File: src/rtl/i2c_bus_conditioner.sv
// +----------------------------------------------------------------------+
// | i2c_bus_conditioner - SCL/SDA sync + glitch filter, bus event strobes |
// | rev 1.0                                                               |
// +----------------------------------------------------------------------+
`default_nettype none

module i2c_bus_conditioner #(
   parameter int FILTER_CYCLES  = 4,
   parameter int TIMEOUT_CYCLES = 100000
) (
   input  logic clk,
   input  logic rst_n,
   input  logic scl_in,
   input  logic sda_in,
   output logic scl_f,
   output logic sda_f,
   output logic scl_rise,
   output logic scl_fall,
   output logic start_det,
   output logic rstart_det,
   output logic stop_det,
   output logic bus_busy,
   output logic scl_timeout
);

   localparam int             TW        = (TIMEOUT_CYCLES > 0) ? $clog2(TIMEOUT_CYCLES + 1) : 1;
   localparam bit             TO_EN     = (TIMEOUT_CYCLES > 0);
   localparam logic [3:0]     FILT_LAST = 4'(FILTER_CYCLES - 1);
   localparam logic [TW-1:0]  TO_LAST   = TW'((TIMEOUT_CYCLES > 0) ? TIMEOUT_CYCLES - 1 : 0);

   typedef enum logic [0:0] {
      ST_IDLE = 1'b0,
      ST_BUSY = 1'b1
   } state_t;

   state_t        state_q;
   logic          scl_s1_q, scl_s2_q, sda_s1_q, sda_s2_q;
   logic          scl_f_q, scl_f_d, sda_f_q, sda_f_d;
   logic [3:0]    scl_cnt_q, scl_cnt_d, sda_cnt_q, sda_cnt_d;
   logic [TW-1:0] to_cnt_q, to_cnt_d;
   logic          scl_rise_q, scl_fall_q, start_q, rstart_q, stop_q, busy_q, timeout_q;

   logic w_scl_diff, w_sda_diff, w_scl_upd, w_sda_upd;
   logic w_start, w_stop, w_to_fire;

   // A line is accepted only after FILTER_CYCLES consecutive disagreeing samples.
   assign w_scl_diff = scl_s2_q ^ scl_f_q;
   assign w_sda_diff = sda_s2_q ^ sda_f_q;
   assign w_scl_upd  = w_scl_diff & (scl_cnt_q == FILT_LAST);
   assign w_sda_upd  = w_sda_diff & (sda_cnt_q == FILT_LAST);

   // START/STOP need SCL steady high across the SDA transition.
   assign w_start   = w_sda_upd &  sda_f_q & scl_f_q & ~w_scl_upd;
   assign w_stop    = w_sda_upd & ~sda_f_q & scl_f_q & ~w_scl_upd;
   assign w_to_fire = TO_EN && (state_q == ST_BUSY) && !scl_f_q && (to_cnt_q == TO_LAST);

   always_comb begin
      scl_f_d   = scl_f_q;
      sda_f_d   = sda_f_q;
      scl_cnt_d = 4'd0;
      sda_cnt_d = 4'd0;
      to_cnt_d  = '0;
      if (w_scl_upd)       scl_f_d   = scl_s2_q;
      else if (w_scl_diff) scl_cnt_d = scl_cnt_q + 4'd1;
      if (w_sda_upd)       sda_f_d   = sda_s2_q;
      else if (w_sda_diff) sda_cnt_d = sda_cnt_q + 4'd1;
      if (TO_EN && (state_q == ST_BUSY) && !scl_f_q && !w_to_fire)
         to_cnt_d = to_cnt_q + TW'(1);
   end

   always_ff @(posedge clk or negedge rst_n) begin
      if (!rst_n) begin
         scl_s1_q  <= 1'b1;
         scl_s2_q  <= 1'b1;
         sda_s1_q  <= 1'b1;
         sda_s2_q  <= 1'b1;
         scl_f_q   <= 1'b1;
         sda_f_q   <= 1'b1;
         scl_cnt_q <= 4'd0;
         sda_cnt_q <= 4'd0;
         to_cnt_q  <= '0;
      end else begin
         scl_s1_q  <= scl_in;
         scl_s2_q  <= scl_s1_q;
         sda_s1_q  <= sda_in;
         sda_s2_q  <= sda_s1_q;
         scl_f_q   <= scl_f_d;
         sda_f_q   <= sda_f_d;
         scl_cnt_q <= scl_cnt_d;
         sda_cnt_q <= sda_cnt_d;
         to_cnt_q  <= to_cnt_d;
      end
   end

   always_ff @(posedge clk or negedge rst_n) begin
      if (!rst_n) begin
         state_q    <= ST_IDLE;
         busy_q     <= 1'b0;
         scl_rise_q <= 1'b0;
         scl_fall_q <= 1'b0;
         start_q    <= 1'b0;
         rstart_q   <= 1'b0;
         stop_q     <= 1'b0;
         timeout_q  <= 1'b0;
      end else begin
         scl_rise_q <= w_scl_upd & ~scl_f_q;
         scl_fall_q <= w_scl_upd &  scl_f_q;
         start_q    <= w_start;
         rstart_q   <= w_start & (state_q == ST_BUSY);
         stop_q     <= w_stop;
         timeout_q  <= w_to_fire & ~w_stop;
         case (state_q)
            ST_IDLE: begin
               if (w_start) begin
                  state_q <= ST_BUSY;
                  busy_q  <= 1'b1;
               end
            end
            ST_BUSY: begin
               if (w_start) begin
                  state_q <= ST_BUSY;
               end else if (w_stop || w_to_fire) begin
                  state_q <= ST_IDLE;
                  busy_q  <= 1'b0;
               end
            end
            default: begin
               state_q <= ST_IDLE;
               busy_q  <= 1'b0;
            end
         endcase
      end
   end

   assign scl_f       = scl_f_q;
   assign sda_f       = sda_f_q;
   assign scl_rise    = scl_rise_q;
   assign scl_fall    = scl_fall_q;
   assign start_det   = start_q;
   assign rstart_det  = rstart_q;
   assign stop_det    = stop_q;
   assign bus_busy    = busy_q;
   assign scl_timeout = timeout_q;

endmodule

`default_nettype wire

File: config.mk
export PLATFORM = sky130hd
export DESIGN_NAME = i2c_bus_conditioner
export DESIGN_NICKNAME = d
export VERILOG_FILES = /design/src/rtl/i2c_bus_conditioner.sv
export SDC_FILE = /design/constraint.sdc
export NUM_CORES = 1
export LEC_CHECK = 0
export ABC_AREA = 1
export CAP_MARGIN = 20
export CORE_MARGIN = 5
export CORE_UTILIZATION = 45
export DETAILED_ROUTE_END_ITERATION = 7
export PLACE_DENSITY = 0.7
export SLEW_MARGIN = 20
export SYNTH_ARGS = -nofsm -noshare
export SYNTH_HDL_FRONTEND = slang
export SYNTH_SLANG_ARGS = --single-unit
File: constraint.sdc
create_clock -name clk -period 1.75 [get_ports clk]
set_clock_uncertainty 0.1 [all_clocks]
set_input_delay 0.35 -clock clk [delete_from_list [all_inputs] [get_ports clk]]
set_output_delay 0.35 -clock clk [all_outputs]
set_load 0.03 [all_outputs]
### After elaboration in Yosys (flattened, before gate mapping)

Index checks and enable logic that the tools add are counted.

* bits in registers: 39
* input bits: 4
* logic and storage cells: 65
* output and inout port bits: 9

* bitwise operators: 19
* eq/ne operators: 6
* mux-type cells: 13
* add/subtract/negate cells: 3
* reduce and logical (&&, ||, !) cells: 7

Operator list (count)
* adder 17 x 1 -> 17 bit (second input constant): 1
* equality test 17 bit (second input constant): 1
* 2-to-1 mux 17 bit: 1
* 2-to-1 mux 4 bit: 4
* AND 1 bit: 12
* adder 4 x 1 -> 4 bit (second input constant): 2
* equality test 4 x 2 -> 1 bit (second input constant): 2
* 2-to-1 mux 1 bit: 6
* NOT 1 bit: 5
* inequality test 2 bit (second input constant): 2
* case mux 1 bit (2 select lines): 2
* logical AND 1 bit: 3
* AND reduction 3 bit: 1
* logical NOT 1 bit: 2
* inequality test 2 x 1 -> 1 bit (second input constant): 1
* bitwise XOR 1 bit: 2
* logical OR 1 bit: 1

### Longest topological paths before layout

* depth in word-level cells: 9
* depth in mapped cells: 8
* mapped depth without buffers: 8

### Least setup slack after synthesis

No wires, ideal clock.

* path kind: reg2reg
* start: register scl_f_q, in the netlist scl_f
* end: register busy_q, in the netlist bus_busy
* buffers on the path: 0
* data required time: 1.530 ns
* setup time: 0.120 ns
* arrival: 1.234 ns
* cell stages (with the launch flop): 8
* period minus slack after synthesis: 1.454 ns
* setup slack: 0.296 ns
* cells stage by stage: dfstp_2 inv_2 nand2_1 nand2_1 nand2_2 nand3_1 a21oi_1 nor2_1

* cells in the longest elaborated chain, start to end: 7
* elaborated cells between the ends (all ways): 15
* classes of those cells: eq/ne: 3; bitwise: 7; reduce/logical: 5

Ends and longest elaborated chain
* start: declaration: RTL line 38 `logic scl_f_q, scl_f_d, sda_f_q, sda_f_d;`
* start signal: assignment: RTL line 87 `scl_f_q <= scl_f_d;`
* bitwise XOR 1 bit: RTL line 47 `assign w_scl_diff = scl_s2_q ^ scl_f_q;`
* AND 1 bit: RTL line 49 `assign w_scl_upd = w_scl_diff & (scl_cnt_q == FILT_LAST);`
* NOT 1 bit: RTL line 53, 54
* AND 1 bit: RTL line 54 `assign w_stop = w_sda_upd & ~sda_f_q & scl_f_q & ~w_scl_upd;`
* logical OR 1 bit: RTL line 122 `end else if (w_stop || w_to_fire) begin`
* inequality test 2 x 1 -> 1 bit (no source line)
* AND reduction 3 bit (no source line) *
* end signal: assignment: RTL line 116 `busy_q <= 1'b1;`
* end signal: assignment: RTL line 124 `busy_q <= 1'b0;`
* end signal: assignment: RTL line 129 `busy_q <= 1'b0;`
* end: declaration: RTL line 41 `logic scl_rise_q, scl_fall_q, start_q, rstart_q, stop_q, busy_q, timeout_q;`

Every way passes the cells marked *; elsewhere a longest branch is shown, timed or not.
A chain may end at the register's enable or synchronous reset.

### Final worst setup path

* start: register scl_f_q, in the netlist scl_f
* end: output port scl_f

RTL lines
* end: declaration: RTL line 15 `output logic scl_f,`

No word-level cell between the ends.

==> flow_summary_export.csv <==
group,metric,value,unit
run_status,run_status,"complete, no violations",
global_route,initial_antenna_violation_count,0,
clock_network,clk_latency,290,ps
sta,rsz0062_at_grt,"no",
critical_path,crit_slowest_cell,"sky130_fd_sc_hd__dfstp_2",
floorplanning,initial_utilization,45.8,%
hold_path,min_delay_path_depth,0,
layout,antennaDiodeCount,0,
critical_path,critical_path_class,"flip-flop to output port",
critical_path,critical_path.reg2reg.startpoint,"scl_f",
global_route,grt_start_max_net_pins,24,
critical_path,timing.critical_path.slowest_cell_delay,530,ps
clock_network,clk_transition_reported_paths,80,ps
floorplanning,io_pins,13,
sta,timing.slew.headroom,73.5,%
clock_network,cts.root.buffer_cell,"sky130_fd_sc_hd__clkbuf_8",
critical_path,crit_path_cell_trace,"dlygate4sd2_1",
layout,regMostFlops,"to_cnt_q",
global_route,global_route_wire_length_before_repair,5500,um
power_and_ir_drop,p_sw_share,28.1,%
layout,final_cell_area,0.00215,sq mm
power_and_ir_drop,seqPwrFrac,47.1,%
yosys,synthesis.yosys.warnings,0,
critical_path,worst_ep_arrival_time,1220,ps
drt,finalWirelength,3100,um
clock_network,clock_path_buffers,2,
drt,route.vias.total,1280,
yosys,ys_dominant_reg_cell,"sky130_fd_sc_hd__dfrtp_1",
floorplanning,floorplan.rows,23,
yosys,post_synth_main_area_contributors,"sky130_fd_sc_hd__dfrtp_1 (45%), sky130_fd_sc_hd__nor2_1 (9.1%), sky130_fd_sc_hd__dfstp_2 (8.7%)",
sta,finalSetupTns,0,ps
hold_path,min-delay-path-class,"flip-flop to flip-flop",
place,post_dp_cell_area,0.00202,sq mm
floorplanning,core_area,0.00397,sq mm
clock_network,tritoncts_clock_tree,"yes",
sta,finalSetupViolations,0,
critical_path,cp_max_fo,2,
place,globalplace.congestion,0.805,
critical_path,crit-reg2reg-capture,"bus_busy",
critical_path,rr_worst_depth,8,
yosys,synth_top_cell_area_share,45.4,%
yosys,synth_commonest_cells,"sky130_fd_sc_hd__nor2_1 (44), sky130_fd_sc_hd__dfrtp_1 (33), sky130_fd_sc_hd__nand2_1 (27), sky130_fd_sc_hd__inv_1 (17), sky130_fd_sc_hd__nand3_1 (12)",
place,placement.setup.worst_slack,127,ps
place,io_buffers,12,
power_and_ir_drop,cellInternalPower,1640,uW
critical_path,worst-endpoint-required,1300,ps
yosys,postSynthAreaPerCell,9.14,sq um
yosys,mappedNetlistArea,0.00182,sq mm
yosys,netlist-cell-type-count,26,
critical_path,critical_path_source_type,"flip-flop",
hold_path,hold-path-endpoint,"sda_s2_q",
floorplanning,chip_height,73.6,um
yosys,synth_sequential_area_ratio,54.1,%
critical_path,crit_path_buffers_inverters,1,
sta,timing.final.crit_share,95.4,%
layout,synthToLayoutAreaGrowth,18.3,%
yosys,synth_top_area_cell,"sky130_fd_sc_hd__dfrtp_1",
sta,maxSlewViolCount,0,
power_and_ir_drop,power.static_leakage,0.00104,uW
drt,ant_nets,0,
power_and_ir_drop,power.density_cell_area,1060,mW/mm^2
clock_network,numCtsBuffers,5,
clock_network,cts_max_level,2,
global_route,first_global_vias,1276,
critical_path,critPathCaptureType,"output port",
sta,worstMarginPinSlew,397,ps
critical_path,rrSetupSlack,210,ps
place,hpwl,2340,um
sta,hold_viol,0,
yosys,postSynth.asyncResetShare,100,%
floorplanning,dieArea,0.00541,sq mm
floorplanning,die_w,73.6,um
power_and_ir_drop,fraction_of_power_consumed_by_combinational_cells,19.3,%
drt,initialDrtViolationCount,78,
yosys,netlist_instances,199,
drt,routed_length_per_instance,11.4,um
power_and_ir_drop,p_sw,641,uW
sta,final.setup.worst_slack,80.1,ps
clock_network,postcts_setup_bufs,0,
global_route,grt_overflow_total,0,
yosys,synth_enable_flop_cells,0,
layout,largest_registers,"to_cnt_q (17), scl_cnt_q (4), sda_cnt_q (4)",
power_and_ir_drop,peakVddDrop,0.000615,V
layout,post_route_cells_drive_above_1_share,18.0,%
power_and_ir_drop,clock_power_share,33.6,%
yosys,yosysMostFrequentCell,"sky130_fd_sc_hd__nor2_1",
layout,largest_register_ff_count,17,
critical_path,cp.depth,1,
run,max_cap_violations,0,
clock_network,cts_num_sinks,39,
layout,final_net_count,228,
hold_path,timing.hold.worst.start,"sda_s1_q",
global_route,grt_usage,13.5,%
drt,via_per_inst,4.71,
layout,nFillCells,370,
sta,period_needed,1670,ps
sta,timing.fmax,0.599,GHz
drt,detail_route.first_pass.iterations,4,
yosys,yosys_register_bits,39,
yosys,number_of_nets_in_the_synthesized_netlist,206,
sta,timing.hold.ws,249,ps
critical_path,path_delay_family,"flip-flops",
drt,dr_drc_count,0,
cell usage in the layout, fill, tap and decap left out, types with 3 or more instances in the layout:
cell type,n
sky130_fd_sc_hd__dlygate4sd2_1,5
sky130_fd_sc_hd__nor2_1,44
sky130_fd_sc_hd__nand2_1,27
sky130_fd_sc_hd__nor2_2,3
sky130_fd_sc_hd__xnor2_1,6
sky130_fd_sc_hd__inv_1,17
sky130_fd_sc_hd__dfrtp_1,33
sky130_fd_sc_hd__inv_2,7
sky130_fd_sc_hd__clkbuf_8,6
sky130_fd_sc_hd__nand3_1,12
sky130_fd_sc_hd__nand4_1,6
sky130_fd_sc_hd__a21oi_1,4
sky130_fd_sc_hd__dlymetal6s2s_1,4
sky130_fd_sc_hd__nand2_2,4
sky130_fd_sc_hd__dfstp_2,6
sky130_fd_sc_hd__nor3_1,4
sky130_fd_sc_hd__xor2_1,7
sky130_fd_sc_hd__ha_1,3
per-stage QoR:
stage          power [uW]  cells  util, %
3_5_place_dp         1550    263     50.9
2_1_floorplan        1390    199        -
4_1_cts              2310    272     53.9
5_1_grt              2430    272     54.2
6_report             2280    272     54.2
3_3_place_gp         1540    263     50.9
kinds of logic (layout without fill, tap and decap cells):
group                      count (synthesis)  in the layout  synth area share, %
and+or+nand+nor                          113            113                 30.4
xor gates and xnor gates                  13             13                 6.26
adders and majority gates                  3              3                 2.06
buffers and inverters                     26             49                 5.78
AOI/OAI and AO/OA                          5              5                 1.45
DFF                                       39             39                 54.1
area by class of cell:
| cell class | count | area [sq um] | share of cell area (%) |
|---|---|---|---|
| clock inverter | 2 | 35.0 | 1.63 |
| tap | 50 | 62.6 | 2.91 |
| timing repair buffer | 16 | 164 | 7.62 |
| multi-input combinational | 134 | 729 | 33.9 |
| clock buffer | 6 | 82.6 | 3.84 |
| sequential | 39 | 983 | 45.7 |
| inverter | 25 | 93.8 | 4.36 |
worst max-delay path by stage:
stage              from        to  slack [ps]
2_1_floorplan     scl_f  bus_busy         300
3_3_place_gp      sda_f     sda_f         140
3_5_place_dp      scl_f     scl_f         130
4_1_cts        stop_det  stop_det          10
5_1_grt           scl_f     scl_f          30
6_report          scl_f     scl_f          80
repair_timing:
item	CTS	global route
hold endpoints to repair	16	0
hold buffers	1	0
gates resized for setup	5	4
gates cloned	0	0
setup endpoints to repair	5	4
routing by layer:
metal | vias to the layer above | wire (um) | GRT usage (%)
met2 | 17 | 1450 | 21.2
met4 | 0 | 64 | 7.85
met1 | 587 | 1450 | 16.2
li1 | 671 | - | -
met3 | 5 | 139 | 4.38
met5 | - | 0 | 0
power by group through the flow:
stage	registers [uW]	logic (uW)	clock network [uW]
after floorplan	1160	229	0
after global placement	1080	453	0
after detailed placement	1090	464	0
after CTS	1070	448	791
after global routing	1080	512	833
final	1070	439	766
Note: power is estimated with default switching activity, not from simulation.
